**src/rtl/rgb_byte_unpacker.sv**
```systemverilog
// Read-side FIFO consumer: packs 3 bytes per 24-bit RGB pixel into a 2-entry buffer
// and drives pixels onto the video timing stream with 1-cycle registered latency.
module rgb_byte_unpacker #(
  parameter logic [23:0] FILL_COLOR     = 24'h000000,
  parameter int unsigned UNDERRUN_CNT_W = 16
) (
  input  logic                      rd_clk,
  input  logic                      rd_rst_n,
  input  logic                      fifo_rd_vld,
  input  logic [7:0]                fifo_rd_data,
  output logic                      fifo_rd_en,
  input  logic                      vs_in,
  input  logic                      hs_in,
  input  logic                      de_in,
  output logic [23:0]               rgb_out,
  output logic                      vs_out,
  output logic                      hs_out,
  output logic                      de_out,
  output logic                      underrun,
  output logic [UNDERRUN_CNT_W-1:0] underrun_cnt,
  input  logic                      clr_underrun
);

  localparam int unsigned PIX_W = 24;
  localparam int unsigned CNT_W = UNDERRUN_CNT_W;

  typedef enum logic [1:0] {PH_R = 2'd0, PH_G = 2'd1, PH_B = 2'd2} phase_e;

  phase_e             phase_q, phase_d;
  logic [7:0]         r_q, r_d, g_q, g_d;
  logic [PIX_W-1:0]   pix_buf_q [2];
  logic [PIX_W-1:0]   pix_buf_d [2];
  logic               wr_ptr_q, wr_ptr_d, rd_ptr_q, rd_ptr_d;
  logic [1:0]         pix_cnt_q, pix_cnt_d;
  logic               vs_d_q, vs_d_d;
  logic [PIX_W-1:0]   rgb_out_q, rgb_out_d;
  logic               vs_out_q, hs_out_q, de_out_q;
  logic               underrun_q, underrun_d;
  logic [CNT_W-1:0]   underrun_cnt_q, underrun_cnt_d;

  logic flush_c, pix_pop_c, stall_c, push_c, underrun_ev_c;

  // Flow control: frame-start flush, buffer-full stall, read pop
  always_comb begin
    flush_c       = vs_in & ~vs_d_q;
    pix_pop_c     = de_in & (pix_cnt_q != 2'd0) & ~flush_c;
    stall_c       = (phase_q == PH_B) & (pix_cnt_q == 2'd2) & ~pix_pop_c;
    fifo_rd_en    = fifo_rd_vld & ~stall_c & ~flush_c & rd_rst_n;
    push_c        = fifo_rd_en & (phase_q == PH_B);
    underrun_ev_c = de_in & (pix_cnt_q == 2'd0) & ~flush_c;
  end

  // Next-state: byte assembly, pixel buffer, output pixel, underrun tracking
  always_comb begin
    phase_d        = phase_q;
    r_d            = r_q;
    g_d            = g_q;
    pix_buf_d      = pix_buf_q;
    wr_ptr_d       = wr_ptr_q;
    rd_ptr_d       = rd_ptr_q;
    pix_cnt_d      = pix_cnt_q;
    vs_d_d         = vs_in;
    rgb_out_d      = '0;
    underrun_d     = underrun_q;
    underrun_cnt_d = underrun_cnt_q;

    if (flush_c) begin
      phase_d   = PH_R;
      wr_ptr_d  = 1'b0;
      rd_ptr_d  = 1'b0;
      pix_cnt_d = 2'd0;
    end else begin
      if (fifo_rd_en) begin
        case (phase_q)
          PH_R: begin
            r_d     = fifo_rd_data;
            phase_d = PH_G;
          end
          PH_G: begin
            g_d     = fifo_rd_data;
            phase_d = PH_B;
          end
          PH_B: begin
            pix_buf_d[wr_ptr_q] = {r_q, g_q, fifo_rd_data};
            wr_ptr_d            = ~wr_ptr_q;
            phase_d             = PH_R;
          end
          default: phase_d = PH_R;
        endcase
      end
      if (pix_pop_c) rd_ptr_d = ~rd_ptr_q;
      case ({push_c, pix_pop_c})
        2'b10:   pix_cnt_d = pix_cnt_q + 2'd1;
        2'b01:   pix_cnt_d = pix_cnt_q - 2'd1;
        default: pix_cnt_d = pix_cnt_q;
      endcase
    end

    // Reads the pre-edge head, so a pixel pushed this cycle is not bypassed
    if (de_in) rgb_out_d = pix_pop_c ? pix_buf_q[rd_ptr_q] : FILL_COLOR;

    if (clr_underrun) begin
      underrun_d     = underrun_ev_c;
      underrun_cnt_d = underrun_ev_c ? CNT_W'(1) : '0;
    end else if (underrun_ev_c) begin
      underrun_d = 1'b1;
      if (underrun_cnt_q != {CNT_W{1'b1}}) underrun_cnt_d = underrun_cnt_q + CNT_W'(1);
    end
  end

  always_ff @(posedge rd_clk or negedge rd_rst_n) begin
    if (!rd_rst_n) begin
      phase_q        <= PH_R;
      r_q            <= '0;
      g_q            <= '0;
      pix_buf_q[0]   <= '0;
      pix_buf_q[1]   <= '0;
      wr_ptr_q       <= 1'b0;
      rd_ptr_q       <= 1'b0;
      pix_cnt_q      <= 2'd0;
      vs_d_q         <= 1'b0;
      rgb_out_q      <= '0;
      vs_out_q       <= 1'b0;
      hs_out_q       <= 1'b0;
      de_out_q       <= 1'b0;
      underrun_q     <= 1'b0;
      underrun_cnt_q <= '0;
    end else begin
      phase_q        <= phase_d;
      r_q            <= r_d;
      g_q            <= g_d;
      pix_buf_q      <= pix_buf_d;
      wr_ptr_q       <= wr_ptr_d;
      rd_ptr_q       <= rd_ptr_d;
      pix_cnt_q      <= pix_cnt_d;
      vs_d_q         <= vs_d_d;
      rgb_out_q      <= rgb_out_d;
      vs_out_q       <= vs_in;
      hs_out_q       <= hs_in;
      de_out_q       <= de_in;
      underrun_q     <= underrun_d;
      underrun_cnt_q <= underrun_cnt_d;
    end
  end

  assign rgb_out      = rgb_out_q;
  assign vs_out       = vs_out_q;
  assign hs_out       = hs_out_q;
  assign de_out       = de_out_q;
  assign underrun     = underrun_q;
  assign underrun_cnt = underrun_cnt_q;

endmodule
```
**config.mk**
```make
export PLATFORM = sky130hd
export DESIGN_NAME = rgb_byte_unpacker
export DESIGN_NICKNAME = d
export VERILOG_FILES = /design/src/rtl/rgb_byte_unpacker.sv
export SDC_FILE = /design/constraint.sdc
export NUM_CORES = 1
export LEC_CHECK = 0
export BUFFER_PORTS_ARGS = -buffer_cell sky130_fd_sc_hd__clkbuf_2
export CORE_MARGIN = 5
export CORE_UTILIZATION = 35
export DETAILED_ROUTE_END_ITERATION = 12
export PLACE_DENSITY = 0.65
export SYNTH_ARGS = -nofsm -noshare
export SYNTH_HDL_FRONTEND = slang
export SYNTH_SLANG_ARGS = --single-unit
```
**constraint.sdc**
```tcl
create_clock -name rd_clk -period 1.7 [get_ports rd_clk]
set_input_delay 0.255 -clock rd_clk [delete_from_list [all_inputs] [get_ports rd_clk]]
set_output_delay 0.255 -clock rd_clk [all_outputs]
set_load 0.05 [all_outputs]
```
* After elaboration in Yosys (flattened, before gate mapping)
Index checks and enable logic that the tools add are counted.
** Word-level totals
- Flip-flop bits (word level) :: 114
- Input bits :: 15
** Cells by class
- Eq/ne operators :: 6
- Muxes and demuxes :: 24
- Bitwise gates (word level) :: 19
- Add/sub/neg operators :: 3
- Reduce and logical (&&, ||, !) cells :: 15
- Order comparisons :: 3
** Operator list (count)
- 2-to-1 mux 24 bit :: 6
- bitwise mux 48 bit :: 1
- 2-to-1 mux 16 bit :: 3
- demux 24 bit (select 1 bit) :: 1
- adder 16 x 1 -> 16 bit, second input constant :: 1
- != test 16 bit, second input constant :: 1
- nonzero test 2 bit :: 6
- AND 1 bit :: 11
- AND reduction 3 bit :: 3
- 2-to-1 mux 1 bit :: 8
- case mux 2 bit (2 select lines) :: 2
- == test 2 bit, second input constant :: 3
- 2-to-1 mux 2 bit :: 3
- inverter 1 bit :: 6
- == test 2 x 1 -> 1 bit, second input constant :: 2
- greater-or-equal comparator 2 bit, second input constant :: 2
- zero test 2 bit :: 2
- inverter 1 -> 2 bit :: 2
- AND reduction 2 bit :: 2
- nonzero test 3 bit :: 1
- adder 2 x 1 -> 2 bit, second input constant :: 1
- < comparator 2 x 1 -> 1 bit, second input constant :: 1
- subtractor 2 x 1 -> 2 bit, second input constant :: 1
- logical AND 1 bit :: 1

* Longest topological paths before layout
- Depth after elaboration :: 14
- Mapped depth :: 7

* Worst setup path before layout
No wires, ideal clock.
- Path type :: register to register
- From :: register, netlist name vs_out
- To :: register phase_q[1]
- Library setup time :: 0.119 ns
- Clock period less this slack :: 2.615 ns
- Arrival time :: 2.496 ns
- Setup slack :: -0.915 ns
- Stages on the path, launching flop included :: 6
- Path through :: dfrtp_1 > nor2b_1 > buf_2 > a311oi_1 > nor2b_1 > o21a_1
** RTL lines
- to (signal assigned) :: RTL line 129 : phase_q <= phase_d;
- to (decl) :: RTL line 29 : phase_e phase_q, phase_d;

* Final worst setup path
- From :: register underrun_cnt_q[0] (netlist: underrun_cnt[0])
- To :: register underrun_cnt_q[11] (netlist: underrun_cnt[11])
** On the way
- Longest elaborated chain between the ends :: 4
** RTL lines
- from (decl) :: RTL line 39 : logic [CNT_W-1:0] underrun_cnt_q, underrun_cnt_d;
- from (signal assigned) :: RTL line 142 : underrun_cnt_q <= underrun_cnt_d;
- adder 16 x 1 -> 16 bit :: RTL line 107 : if (underrun_cnt_q != {CNT_W{1'b1}}) underrun_cnt_d = underrun_cnt_q + CNT_W'(1);
- 2-to-1 mux 16 bit :: RTL line 107
- 2-to-1 mux 16 bit :: RTL line 105 : end else if (underrun_ev_c) begin
- 2-to-1 mux 16 bit :: RTL line 102 : if (clr_underrun) begin
Several ways; a longest one is shown, not always the timed one. The select of a mux whose other input is x is not followed.
A chain may end at the register's enable or synchronous reset.

==> impl_metrics.yaml <==
status:
  outcome: "finished, violations left"
  violations: "negative setup slack"
setup_path:
  timing.critical_path.arrival_ns: 2.15
  cp_class: "register to register"
  crit_required_ns: 2.04
  setup.worst_path.start_class: "register"
  critical_path_peak_fanout: 5
  timing.critical_path.to_type: "register"
timing:
  fmax_mhz: 552
  post-route-period-util_pct: 107
  clock_skew_ns: 0.0107
  worst_pin_slew_ns: 1.05
  timing.final.setup_violations: 10
  fin_worst_hold_slack_ns: 0.0456
  finalWorstPathRequiredPeriod_ns: 1.81
  slew_viol_final: 0
  setup_slack_ns: -0.113
  relSlewSlack_pct: 30.0
  hold_viol_final: 0
  grt_setup_unrepaired: "true"
detailed_routing:
  routed_wire_length_per_instance_um: 16.5
  routed-via-count: 3236
  route.final.wire_length_um: 10900
  detail_route.iter0.violations: 200
  ant_nets: 0
  vias_per_cell: 4.90
  route.detailed.drc: 0
  detail_route.first_pass.iterations: 6
floorplanning:
  die-height_um: 126
  floorplan.rows: 42
  num_io_pins: 60
  design.core.area_um2: 13200
  design.die.area_um2: 15900
  die-width_um: 126
  floorplan.initialDensity_pct: 35.7
layout:
  fillers: 1145
  final_core_util_pct: 49.7
  antenna-diode-count: 0
  post_route_cells_drive_above_1_share_pct: 49.1
  finish.net_count: 489
  area_delta_synth_final_pct: 39.2
logic_synthesis:
  synth.cell_area_um2: 4730
  synth.yosys.warnings: 0
  syn-mean-instance-area_um2: 13.3
  ys_seq_area_share_pct: 60.3
  postSynthRegisterBits: 114
  synth_enable_flop_cells: 0
  synth-main-ff-cell: "sky130_fd_sc_hd__dfrtp_1"
  synthesis.nets: 372
  synthesis.instances: 356
  synth_cell_type_count: 42
  asyncSetResetFlopFracSynth_pct: 100
place:
  detailedPlacementHpwl_um: 6840
  place.gp.congestion: 0.796
  io_buffers: 59
clocking:
  worst_setup_hold_path_clk_slew_ns: 0.05
  clock_tree.root_cell: "sky130_fd_sc_hd__clkbuf_16"
  cts_buffers: 17
  cts-root-to-sink-buffers: 2
  clock_latency_on_the_worst_skew_pair_ns: 0.41
  cts_num_sinks: 114
  cts.htree.levels: 4
  cts_tree: "yes"
power:
  pwr_density_cell_nw_per_um2: 1280
  power_leakage_uw: 0.00303
  worst_ir_drop_vdd_v: 0.000796
global_routing:
  globalRouteOverflowTotal: 0
  via_count_of_the_first_global_routing_pass: 3354
  grt.total_usage_pct: 13.8
  grt_start_max_net_pins: 84
  grt_first_pass_wirelength_um: 17300
  antenna_violations_before_repair: 0
min_path:
  worstHoldPathType: "input pin to register"
flow_run:
  maxCapViolCount: 0
[routing by layer]
| metal | wire length [um] | track usage, % | share of wire (%) | vias up |
|---|---|---|---|---|
| li1 | - | - | - | 1500 |
| met1 | 4920 | 17.5 | 45 | 1644 |
| met2 | 5330 | 21.7 | 49 | 82 |
| met3 | 496 | 4.75 | 4.6 | 10 |
| met5 | 0 | 0 | 0 | - |
| met4 | 141 | 5.68 | 1.3 | 0 |
[sequential cells by signal, summed over array words and instances, names as in the netlist, 2 cells and up]
name          count
pix_buf_q        48
phase_q           2
pix_cnt_q         2
underrun_cnt     16
g_q               8
r_q               8
rgb_out          24
[synth_stat cells, types with 2 or more instances]
cell                       number  area (um2)
sky130_fd_sc_hd__xnor2_1        5        43.8
sky130_fd_sc_hd__clkbuf_1       4        15.0
sky130_fd_sc_hd__nor4_1         4        25.0
sky130_fd_sc_hd__buf_1          2        7.51
sky130_fd_sc_hd__dfrtp_1      114        2850
sky130_fd_sc_hd__and3_1         2        12.5
sky130_fd_sc_hd__mux2_2        63         709
sky130_fd_sc_hd__inv_1          5        18.8
sky130_fd_sc_hd__nand2_1       10        37.5
sky130_fd_sc_hd__nor2b_1        2        12.5
sky130_fd_sc_hd__buf_2          5        25.0
sky130_fd_sc_hd__mux2i_1       27         270
sky130_fd_sc_hd__o21ai_0       13        65.1
sky130_fd_sc_hd__nand3_1        9        45.0
sky130_fd_sc_hd__or4_1          3        22.5
sky130_fd_sc_hd__nor4_4         3        63.8
sky130_fd_sc_hd__a21oi_1       11        55.1
sky130_fd_sc_hd__o31ai_1        3        22.5
sky130_fd_sc_hd__buf_4          6        45.0
sky130_fd_sc_hd__or3_1          7        43.8
sky130_fd_sc_hd__nor2_1        34         128
sky130_fd_sc_hd__nand2b_1       3        18.8
sky130_fd_sc_hd__nand4_1        2        12.5
[power by group]
group	internal (uW)	total, uW	switching [uW]
clock network	2330	3580	1250
logic	798	1370	568
registers	3190	3500	309
total	6310	8440	2130
[cell usage in the layout (no fill, tap or decap), types with 4 or more instances in the layout]
cell type,count
sky130_fd_sc_hd__nand3_1,9
sky130_fd_sc_hd__dfrtp_2,6
sky130_fd_sc_hd__or3_1,6
sky130_fd_sc_hd__o21ai_0,9
sky130_fd_sc_hd__nor4_4,4
sky130_fd_sc_hd__nor2_1,34
sky130_fd_sc_hd__buf_4,38
sky130_fd_sc_hd__xnor2_1,5
sky130_fd_sc_hd__clkbuf_2,57
sky130_fd_sc_hd__mux2i_1,27
sky130_fd_sc_hd__clkinvlp_4,6
sky130_fd_sc_hd__mux2_2,34
sky130_fd_sc_hd__a21oi_1,8
sky130_fd_sc_hd__buf_6,6
sky130_fd_sc_hd__inv_1,5
sky130_fd_sc_hd__nand2_1,10
sky130_fd_sc_hd__mux2_4,29
sky130_fd_sc_hd__buf_12,8
sky130_fd_sc_hd__dfrtp_1,108
sky130_fd_sc_hd__o21ai_1,4
sky130_fd_sc_hd__clkbuf_16,19
[logic make-up after synthesis]
family	count (synthesis)	share of synthesized area (%)
and+or+nand+nor	90	11.3
adders and majority gates	1	0.264
muxes	91	20.9
xor gates and xnor gates	6	1.11
buffers and inverters	22	2.35
AOI/OAI and AO/OA	32	3.81
DFF	114	60.3
[layout make-up]
cell class,count,area [um2],area share [%]
Sequential cell,114,2860,43.4
Multi-Input combinational cell,221,2010,30.5
Timing Repair Buffer,114,878,13.3
Clock buffer,18,439,6.67
Tap cell,176,220,3.34
Clock inverter,13,163,2.47
Inverter,5,18.8,0.285
[worst max-delay path: stages (launching register included)]
cell,delay [ns]
sky130_fd_sc_hd__dfrtp_2,0.42
sky130_fd_sc_hd__ha_4,0.16
sky130_fd_sc_hd__and4_4,0.19
sky130_fd_sc_hd__and2_4,0.15
sky130_fd_sc_hd__a21o_4,0.23
sky130_fd_sc_hd__or4_4,0.48
sky130_fd_sc_hd__a21oi_2,0.12
[stage by stage]
| step | instance area [um2] | total power [uW] | std cells | setup slack [ns] | TNS (ns) |
|---|---|---|---|---|---|
| floorplan | 4900 | 4450 | 356 | -0.188 | -4.20 |
| global placement | 5720 | 4780 | 615 | -0.114 | -0.600 |
| detailed placement | 5720 | 4860 | 615 | -0.146 | -1.05 |
| CTS | 6460 | 8510 | 656 | -0.148 | -0.839 |
| global route | 6590 | 8820 | 661 | -0.179 | -1.98 |
| finish | 6590 | 8440 | 661 | -0.113 | -0.745 |
[path summary, 6_finish.rpt]
path	startpoint	end	slack [ns]	cells past startpoint
worst max register to register	underrun_cnt[0]	underrun_cnt[11]	-0.11	6
worst min-delay path	de_in	de_out	0.05	1
worst min register to register	pix_buf_q[6]	pix_buf_q[6]	0.51	1
worst max-delay path	underrun_cnt[0]	underrun_cnt[11]	-0.11	6
max in group asynchronous	rd_rst_n	underrun_cnt[12]	0.81	2
min in group asynchronous	rd_rst_n	underrun_cnt[2]	0.16	2
[timing repair]
action / in CTS / in global routing
hold endpoints to repair: 33 / 0
setup buffers: 6 / 4
gates cloned: 1 / 2
pin swaps: 10 / 5
hold buffers: 3 / 0
endpoints found under the setup margin: 18 / 38
gates resized for setup: 12 / 15
(Power assumes the default switching activity.)
